`src/rtl/multi_slope_pwm.sv`:
```
// multi_slope_pwm: run-up PWM generator for the multi-slope converter.
//
// Each PWM period is PERIOD clocks. A period runs in one of two modes:
//   mode A: a narrow pulse centred on PERIOD>>1. It rises at (PERIOD>>1)-HALF
//           and falls at (PERIOD>>1)+HALF.
//   mode B: a wide pulse. It rises at EDGE and falls at PERIOD-EDGE.
// The mode is latched only at period boundaries. Each completed pulse bumps a
// saturating per-mode tally, which the residue arithmetic uses.
//
// Optional feature (macro MULTI_SLOPE_PWM_CAPTURE_EN): adds an atomic snapshot
// of both tallies, taken on a capture pulse.
//
// Ports:
//   clk        in   rising-edge clock
//   rst        in   asynchronous active-low reset
//   start      in   pulse: clear tallies, enter/restart RUN
//   stop       in   pulse: return to IDLE (tallies hold)
//   enable     in   level: low in RUN parks the period at its origin
//   reload     in   pulse: restart the current period from count 0
//   mode_req   in   0 = mode A, 1 = mode B (latched at period boundaries)
//   capture    in   (optional) pulse: snapshot tallies into cap_a/cap_b
//   cap_a      out  (optional) captured mode-A tally
//   cap_b      out  (optional) captured mode-B tally
//   cap_valid  out  (optional) one-cycle strobe after a capture
//   pwm        out  switch drive (registered)
//   pwm_mode   out  mode of the period in progress
//   period_end out  strobe during the last count of each period
//   running    out  high in RUN
//   mode_a_cnt out  completed mode-A pulses, saturating
//   mode_b_cnt out  completed mode-B pulses, saturating
module multi_slope_pwm #(
  parameter int CW     = 10,
  parameter int PERIOD = 259,
  parameter int EDGE   = 2,
  parameter int HALF   = 2,
  parameter int TW     = 32
) (
  input  logic          clk,
  input  logic          rst,
  input  logic          start,
  input  logic          stop,
  input  logic          enable,
  input  logic          reload,
  input  logic          mode_req,
`ifdef MULTI_SLOPE_PWM_CAPTURE_EN
  input  logic          capture,
  output logic [TW-1:0] cap_a,
  output logic [TW-1:0] cap_b,
  output logic          cap_valid,
`endif
  output logic          pwm,
  output logic          pwm_mode,
  output logic          period_end,
  output logic          running,
  output logic [TW-1:0] mode_a_cnt,
  output logic [TW-1:0] mode_b_cnt
);

  // Illegal parameter sets are rejected at elaboration.
  if ((PERIOD < 8) || (PERIOD > ((1 << CW) - 1))) begin : g_bad_period
    $error("multi_slope_pwm: PERIOD out of range for CW");
  end
  if ((EDGE < 1) || (EDGE >= (PERIOD / 2) - 1)) begin : g_bad_edge
    $error("multi_slope_pwm: EDGE out of range");
  end
  if ((HALF < 1) || (HALF >= (PERIOD >> 1) - 1)) begin : g_bad_half
    $error("multi_slope_pwm: HALF out of range");
  end
  if (TW < 1) begin : g_bad_tw
    $error("multi_slope_pwm: TW must be at least 1");
  end

  localparam logic [CW-1:0] LAST = CW'(PERIOD - 1);
  localparam logic [CW-1:0] RA   = CW'((PERIOD >> 1) - HALF);
  localparam logic [CW-1:0] FA   = CW'((PERIOD >> 1) + HALF);
  localparam logic [CW-1:0] RB   = CW'(EDGE);
  localparam logic [CW-1:0] FB   = CW'(PERIOD - EDGE);
  localparam logic [TW-1:0] TMAX = {TW{1'b1}};

  typedef enum logic {
    IDLE = 1'b0,
    RUN  = 1'b1
  } state_t;

  // Saturating increment for the tallies.
  function automatic logic [TW-1:0] sat_inc(input logic [TW-1:0] v);
    sat_inc = (v == TMAX) ? v : (v + TW'(1));
  endfunction

  state_t        state_r, state_s;
  logic [CW-1:0] count_r, count_s;
  logic [CW-1:0] rise_s, fall_s;
  logic          pwm_r, pwm_s;
  logic          mode_r, mode_s;
  logic          period_end_r, period_end_s;
  logic [TW-1:0] a_cnt_r, a_cnt_s;
  logic [TW-1:0] b_cnt_r, b_cnt_s;

  // Next-state logic. The branch order sets the priority:
  // start > stop > reload > enable low > normal counting.
  always_comb begin
    state_s = state_r;
    count_s = count_r;
    pwm_s   = pwm_r;
    mode_s  = mode_r;
    a_cnt_s = a_cnt_r;
    b_cnt_s = b_cnt_r;
    rise_s  = mode_r ? RB : RA;
    fall_s  = mode_r ? FB : FA;

    if (start) begin
      state_s = RUN;
      count_s = {CW{1'b0}};
      pwm_s   = 1'b0;
      mode_s  = mode_req;
      a_cnt_s = {TW{1'b0}};
      b_cnt_s = {TW{1'b0}};
    end else if (state_r == IDLE) begin
      // IDLE parks the counter. The displayed mode follows the request.
      count_s = {CW{1'b0}};
      pwm_s   = 1'b0;
      mode_s  = mode_req;
    end else if (stop) begin
      state_s = IDLE;
      count_s = {CW{1'b0}};
      pwm_s   = 1'b0;
    end else if (reload || !enable) begin
      // Abort the period in progress. A pulse cut short here is never tallied.
      count_s = {CW{1'b0}};
      pwm_s   = 1'b0;
      mode_s  = mode_req;
    end else begin
      if (count_r == LAST) begin
        count_s = {CW{1'b0}};
        mode_s  = mode_req;
      end else begin
        count_s = count_r + CW'(1);
      end
      if (count_r == rise_s) begin
        pwm_s = 1'b1;
      end else if (count_r == fall_s) begin
        pwm_s = 1'b0;
        if (mode_r) begin
          b_cnt_s = sat_inc(b_cnt_r);
        end else begin
          a_cnt_s = sat_inc(a_cnt_r);
        end
      end else begin
        pwm_s = pwm_r;
      end
    end

    // Decode from the next count so the strobe lines up with the count == LAST cycle.
    period_end_s = (state_s == RUN) && (count_s == LAST);
  end

  // State, counter, drive and tally registers.
  always_ff @(posedge clk or negedge rst) begin
    if (!rst) begin
      state_r      <= IDLE;
      count_r      <= {CW{1'b0}};
      pwm_r        <= 1'b0;
      mode_r       <= 1'b0;
      period_end_r <= 1'b0;
      a_cnt_r      <= {TW{1'b0}};
      b_cnt_r      <= {TW{1'b0}};
    end else begin
      state_r      <= state_s;
      count_r      <= count_s;
      pwm_r        <= pwm_s;
      mode_r       <= mode_s;
      period_end_r <= period_end_s;
      a_cnt_r      <= a_cnt_s;
      b_cnt_r      <= b_cnt_s;
    end
  end

`ifdef MULTI_SLOPE_PWM_CAPTURE_EN
  logic [TW-1:0] cap_a_r, cap_b_r;
  logic          cap_valid_r;

  // Snapshot the tally next-state values. A coinciding increment or a
  // start-clear is then included, and both tallies are taken from the same edge.
  always_ff @(posedge clk or negedge rst) begin
    if (!rst) begin
      cap_a_r     <= {TW{1'b0}};
      cap_b_r     <= {TW{1'b0}};
      cap_valid_r <= 1'b0;
    end else begin
      if (capture) begin
        cap_a_r <= a_cnt_s;
        cap_b_r <= b_cnt_s;
      end else begin
        cap_a_r <= cap_a_r;
        cap_b_r <= cap_b_r;
      end
      cap_valid_r <= capture;
    end
  end

  assign cap_a     = cap_a_r;
  assign cap_b     = cap_b_r;
  assign cap_valid = cap_valid_r;
`endif

  assign pwm        = pwm_r;
  assign pwm_mode   = mode_r;
  assign period_end = period_end_r;
  assign running    = (state_r == RUN);
  assign mode_a_cnt = a_cnt_r;
  assign mode_b_cnt = b_cnt_r;

endmodule

```
`config.mk`:
```
export PLATFORM = sky130hd
export DESIGN_NAME = multi_slope_pwm
export DESIGN_NICKNAME = d
export VERILOG_FILES = /design/src/rtl/multi_slope_pwm.sv
export SDC_FILE = /design/constraint.sdc
export NUM_CORES = 1
export LEC_CHECK = 0
export CORE_AREA = 3 3 97 99
export DETAILED_ROUTE_END_ITERATION = 16
export DIE_AREA = 0 0 100 102
export PLACE_DENSITY = 0.87
export REMOVE_ABC_BUFFERS = 1
export SETUP_SLACK_MARGIN = 0.05
export SLEW_MARGIN = 40
export SYNTH_ARGS = -nofsm -noshare
export SYNTH_HDL_FRONTEND = slang
export SYNTH_SLANG_ARGS = --single-unit
```
`constraint.sdc`:
```
create_clock -name clk -period 2.46 [get_ports clk]
set_input_delay 0.492 -clock clk [delete_from_list [all_inputs] [get_ports clk]]
set_output_delay 0.492 -clock clk [all_outputs]
set_load 0.01 [all_outputs]
```
==> results of run 1 <==
through the flow:
stage / setup slack (ns) / instances / hold slack (ns) / power [µW]
floorplan: -0.800 / 487 / 0.196 / 1360
global placement: -0.129 / 724 / 0.476 / 1470
detailed placement: -0.192 / 724 / 0.475 / 1480
CTS: 0.0989 / 740 / 0.0990 / 2460
global route: 0.0367 / 740 / 0.100 / 2530
finish: 0.114 / 740 / 0.0880 / 2450
state kept, by name, indices dropped and copies added (netlist names):
name	flops
mode_a_cnt	32
mode_b_cnt	32
count_r	10
period_end	1
pwm	1
pwm_mode	1
running	1
final timing paths:
kind	to	slack, ns	depth (start not counted)
setup / recovery	mode_a_cnt[5]	0.11	6
hold / removal	mode_b_cnt[21]	0.09	1
setup reg to reg	mode_a_cnt[5]	0.11	6
hold reg to reg	mode_b_cnt[15]	0.59	2
max in group asynchronous	mode_b_cnt[28]	1.68	2
min in group clk	mode_b_cnt[15]	0.59	2
per-layer routing:
metal | global-route usage [%] | vias to the layer above | part of all wire [%]
li1 | - | 2191 | -
met1 | 33.7 | 2315 | 42
met3 | 5.32 | 27 | 7.2
met5 | 0 | - | 0
met2 | 43.9 | 223 | 50
met4 | 6.74 | 0 | 1.6
final cells by class:
class                   count  share of cell area (%)
multi-input cells         397                    42.4
flip-flops and latches     78                    32.2
repair buffers            129                    19.1
clock buffers              13                    2.62
well taps                 108                    2.23
inverters                  12                   0.743
clock inverters             3                   0.701
cell usage in the layout (no fill, tap or decap), drive strengths merged, types with 12 or more instances in the layout:
| cell type | netlist | final |
|---|---|---|
| a21oi | 44 | 44 |
| o21ai | 12 | 12 |
| nand3 | 36 | 36 |
| clkdlybuf4s50 | 0 | 72 |
| dfrtp | 78 | 78 |
| clkbuf | 14 | 13 |
| buf | 11 | 57 |
| or4 | 39 | 39 |
| nor4 | 17 | 17 |
| nor2b | 17 | 17 |
| nand2 | 33 | 33 |
| mux2 | 18 | 18 |
| nand4 | 19 | 19 |
| nor2 | 47 | 47 |
| o31ai | 34 | 34 |
| inv | 12 | 12 |
kinds of logic after synthesis:
| group | after synthesis | share of synthesized area, % |
|---|---|---|
| XOR/XNOR | 9 | 1.70 |
| AO/OA/AOI/OAI | 110 | 15.4 |
| flip-flops | 78 | 42.0 |
| AND/OR/NAND/NOR | 255 | 31.6 |
| multiplexers | 19 | 4.58 |
| buffers and inverters | 37 | 3.56 |
| adder cells (fa/ha/maj) | 4 | 1.08 |
power breakdown:
group	switching, µW	internal [µW]	leakage (µW)
Combinational	94.7	57.5	0.00108
Clock	474	524	0.0000996
Sequential	11.4	1290	0.00108
Total	580	1870	0.00226
repair_timing:
action	4_1_cts	5_1_grt
endpoints found under the hold margin	0	0
endpoints found under the setup margin	16	27
setup buffers	0	0
pin swaps	0	1
hold buffers	0	0
gates resized for setup	1	6
==> qor.csv, run 1 <==
stage,metric,value,unit
power_and_ir_drop,Leak Pwr,0.00226,µW
grt,initial antenna violation count,0,
worst_setup_path,max incr delay on CP,0.50,ns
synth,Post-Syn Instances,512,
worst_setup_path,cell family with most CP delay,simple AND/OR/NAND/NOR gates,
worst_setup_path,worst setup path startpoint,count_r[8],
worst_setup_path,crit path cell chain,nor4bb_2 -> o2111a_2 -> a21oi_4 -> buf_4 -> or4_1 -> a21oi_1,
worst_setup_path,worst path bufs/invs,1,
synth,post-synth top area cell,dfrtp_1,
placed_design,dpl hpwl,9230,µm
placed_design,DP Area,5830,µm²
synth,top-count cell post-synth,dfrtp_1,
cells_and_area,design area,6070,µm²
placed_design,RePlAce Congestion,0.900,
synth,post-synthesis register bit count,78,
synth,sequential element share of the synthesized area,42.0,%
timing,final period utilization,95.3,%
worst_setup_path,CP Capture Type,flop,
floorplanning,Chip Height,102,µm
cells_and_area,Multi-input gate area,2570,µm²
timing,worst rel slew slack,56.0,%
placed_design,port buffer count,74,
cells_and_area,Post-layout nets,638,
timing,Worst Tran Pin Value,0.659,ns
cells_and_area,layout cell share with drive strength beyond 1,17.2,%
route,DRT iter0 DRCs,274,
synth,Post-synth EDFFs,0,
synth,top cell type's share of synthesized area,42.0,%
worst_setup_path,Critical Path Slowest Stage Cell,or4_1,
clock_tree,CTS tree,yes,
route,average wire per standard cell,17.4,µm
synth,"top cells by area, synth","dfrtp_1 42%, or4_1 6.3%, o31ai_1 5.5%",
route,drt drc,0,
route,antenna-violating nets left,0,
timing,final hold violation count,0,
synth,Yosys warning total,0,
worst_setup_path,CP Class,flop to flop,
worst_setup_path,Startpoint Class,flop,
timing,Clock Skews,0.0112,ns
worst_setup_path,crit path max fanout,24,
synth,synthesized area,4640,µm²
cells_and_area,utilization after layout,70.2,%
floorplanning,Row Count,34,
grt,Total GRT Usage,25.7,%
grt,total gr overflow,0,
cells_and_area,Reg area,1950,µm²
route,vias per cell,6.43,
synth,synthesized area per cell,9.07,µm²
timing,Final min period,2.35,ns
cells_and_area,Antenna diodes,0,
grt,first-pass GRT wire length,21400,µm
route,Routed WL,12900,µm
worst_setup_path,reg2reg start,count_r[8],
worst_setup_path,Arrival @ worst endpoint,2.62,ns
route,detailed-route via count,4756,
floorplanning,Die Area,10200,µm²
floorplanning,Starting Density,53.8,%
cells_and_area,Area Overhead vs Synth,30.6,%
timing,setup tns final,0,ns
timing,final setup violation count,0,
floorplanning,Die Wd,100,µm
grt,vias in the first global route,4493,
route,drt first pass iters,5,
clock_tree,Num CTS Buffers,9,
worst_setup_path,CP required,2.73,ns
power_and_ir_drop,PwrDens,404,nW/µm²
job,maxcap violations,0,
timing,Max Fclk,426,MHz
synth,Netlist cell types,55,
timing,RSZ-0062 raised after global routing,true,
synth,most frequent cells after synthesis,"78 x dfrtp_1, 47 x nor2_1, 43 x a21oi_1",
clock_tree,CTS sink cnt,78,
run_status,status,"complete, no violations",
clock_tree,Root Driver,clkbuf_8,
timing,Slew Limit Fails,0,
clock_tree,Max H-tree Level,3,
floorplanning,Core Box Area,8640,µm²
floorplanning,# IOs,75,
clock_tree,Clock transition at path regs,0.08,ns
clock_tree,clk_lat worst skew,0.36,ns
hold_path,HP Class,primary input to asynchronous set/reset pin,
grt,largest net degree at the start of global routing,57,
synth,fraction of registers with async set/reset,100,%
cells_and_area,final-layout fill cell count,663,
clock_tree,CTS Buffer Depth,2,
power_and_ir_drop,VDD IR max,0.000270,V
synth,Main synth FF type,dfrtp_1,
(Power assumes the default switching activity.)
==> inputs of run 2 (changes only) <==
- PLACE_DENSITY: 0.87 -> 0.79
==> run 2 against run 1 <==
Effect of this change: clock skew grew 0.0031 ns; sequential cell count is the same; worst hold slack lost 0.012 ns; global-route usage grew 0.72 points; clock power shrank 7.2%; final cell count grew 1.8%; maximum frequency grew 0.58%; largest power group unchanged; setup slack gained 0.014 ns; first-iteration DRC count grew 22%.
==> qor.csv, run 2 (synthesis results as in run 1) <==
stage,metric,value,unit
grt,largest net degree at the start of global routing,58,
worst_setup_path,CP required,2.73,ns
timing,Hold WS,0.0763,ns
power_and_ir_drop,PwrDens,383,nW/µm²
route,Routed WL,13100,µm
timing,worst rel slew slack,58.0,%
cells_and_area,most frequent cells in the layout,"76 x dfrtp_1, 72 x clkdlybuf4s50_1, 67 x buf_4, 46 x nor2_1, 43 x a21oi_1",
cells_and_area,layout cell share with drive strength beyond 1,19.8,%
grt,Total GRT Usage,26.5,%
worst_setup_path,worst r2r path cells,7,
grt,initial antenna violation count,0,
timing,Worst Tran Pin Value,0.630,ns
route,DRT iter0 DRCs,333,
worst_setup_path,Startpoint Class,flop,
cells_and_area,utilization after layout,71.9,%
clock_tree,CTS sink cnt,78,
route,vias per cell,6.34,
clock_tree,clk_lat worst skew,0.35,ns
worst_setup_path,worst path bufs/invs,2,
clock_tree,Max H-tree Level,3,
cells_and_area,Finished Layout Cells,753,
worst_setup_path,CP Class,flop to flop,
clock_tree,Num CTS Buffers,9,
timing,Slew Limit Fails,0,
placed_design,pre-CTS setup slack,-0.232,ns
worst_setup_path,crit path max fanout,8,
grt,total gr overflow,0,
cells_and_area,Antenna diodes,0,
timing,Final min period,2.33,ns
worst_setup_path,Arrival @ worst endpoint,2.60,ns
placed_design,RePlAce Congestion,0.865,
placed_design,cell count after placement,735,
floorplanning,Chip Height,102,µm
floorplanning,Die Area,10200,µm²
run_status,status,"complete, no violations",
grt,first-pass GRT wire length,22100,µm
route,detailed-route via count,4777,
worst_setup_path,Critical Path Slowest Stage Cell,dfrtp_2,
floorplanning,Core Box Area,8640,µm²
route,average wire per standard cell,17.4,µm
clock_tree,CTS Buffer Depth,2,
cells_and_area,"most common cell after layout, fill and taps aside",dfrtp_1,
route,drt first pass iters,5,
grt,vias in the first global route,4732,
timing,Worst Slack Setup Final,0.128,ns
floorplanning,# IOs,75,
worst_setup_path,CP Capture Type,flop,
clock_tree,"Hold-fix buffers, CTS",0,
timing,final hold violation count,0,
route,antenna-violating nets left,0,
placed_design,port buffer count,74,
timing,RSZ-0062 raised after global routing,true,
route,drt drc,0,
timing,final period utilization,94.8,%
power_and_ir_drop,VDD IR max,0.000279,V
clock_tree,Clock transition at path regs,0.08,ns
worst_setup_path,cell family with most CP delay,compound AO/OA/AOI/OAI gates,
cells_and_area,Area Overhead vs Synth,33.7,%
cells_and_area,Post-layout nets,653,
worst_setup_path,max incr delay on CP,0.47,ns
timing,Clock Skews,0.0144,ns
placed_design,dpl hpwl,9310,µm
floorplanning,Starting Density,53.8,%
hold_path,HP Class,primary input to asynchronous set/reset pin,
timing,Max Fclk,429,MHz
clock_tree,CTS tree,yes,
timing,setup tns final,0,ns
worst_setup_path,WP depth,7,
floorplanning,Row Count,34,
job,maxcap violations,0,
timing,final setup violation count,0,
clock_tree,Root Driver,clkbuf_8,
power_and_ir_drop,Leak Pwr,0.00233,µW
worst_setup_path,crit path cell chain,nor4bb_4 -> o2111a_2 -> buf_4 -> o311ai_4 -> buf_4 -> or4_1 -> a21oi_1,
floorplanning,Die Wd,100,µm
worst_setup_path,"Top cell by count, worst path",buf_4,
run 2: final cells by class:
type                    instances  area, µm²
fillers                       678       2430
flip-flops and latches         78       1950
inverters                      12       45.0
multi-input cells             398       2620
clock buffers                   9        124
well taps                     108        135
clock inverters                 5       52.6
repair buffers                143       1280
run 2: power by group:
part / internal [µW] / switching, µW
sequential: 1290 / 12.2
clock: 453 / 474
combinational: 53.9 / 94.4
total: 1800 / 580
run 2: routing by layer:
layer,GRT usage [%],vias up,routed length (µm)
li1,-,2227,-
met4,6.94,0,210
met1,34.9,2359,5550
met3,4.98,21,688
met5,0,-,0
met2,45.2,170,6660
run 2: path summary, 6_finish.rpt:
check,from,endpoint,slack [ns]
max,pwm_mode,mode_b_cnt[17],0.13
min,rst,mode_b_cnt[15],0.08
max reg2reg,pwm_mode,mode_b_cnt[17],0.13
min reg2reg,count_r[0],count_r[0],0.58
max in group asynchronous,rst,mode_a_cnt[18],1.76
min in group clk,count_r[0],count_r[0],0.58
run 2: per-stage QoR:
| step | power [µW] | area, µm² |
|---|---|---|
| 3_5_place_dp | 1470 | 5930 |
| 2_1_floorplan | 1360 | 4520 |
| 5_1_grt | 2460 | 6210 |
| 6_report | 2380 | 6210 |
| 4_1_cts | 2390 | 6120 |
| 3_3_place_gp | 1470 | 5930 |
run 2: timing repair:
item	4_1_cts	5_1_grt
resized for setup	3	12
setup endpoints to repair	30	23
pin swaps	0	3
gates cloned	0	1
setup buffers	0	3
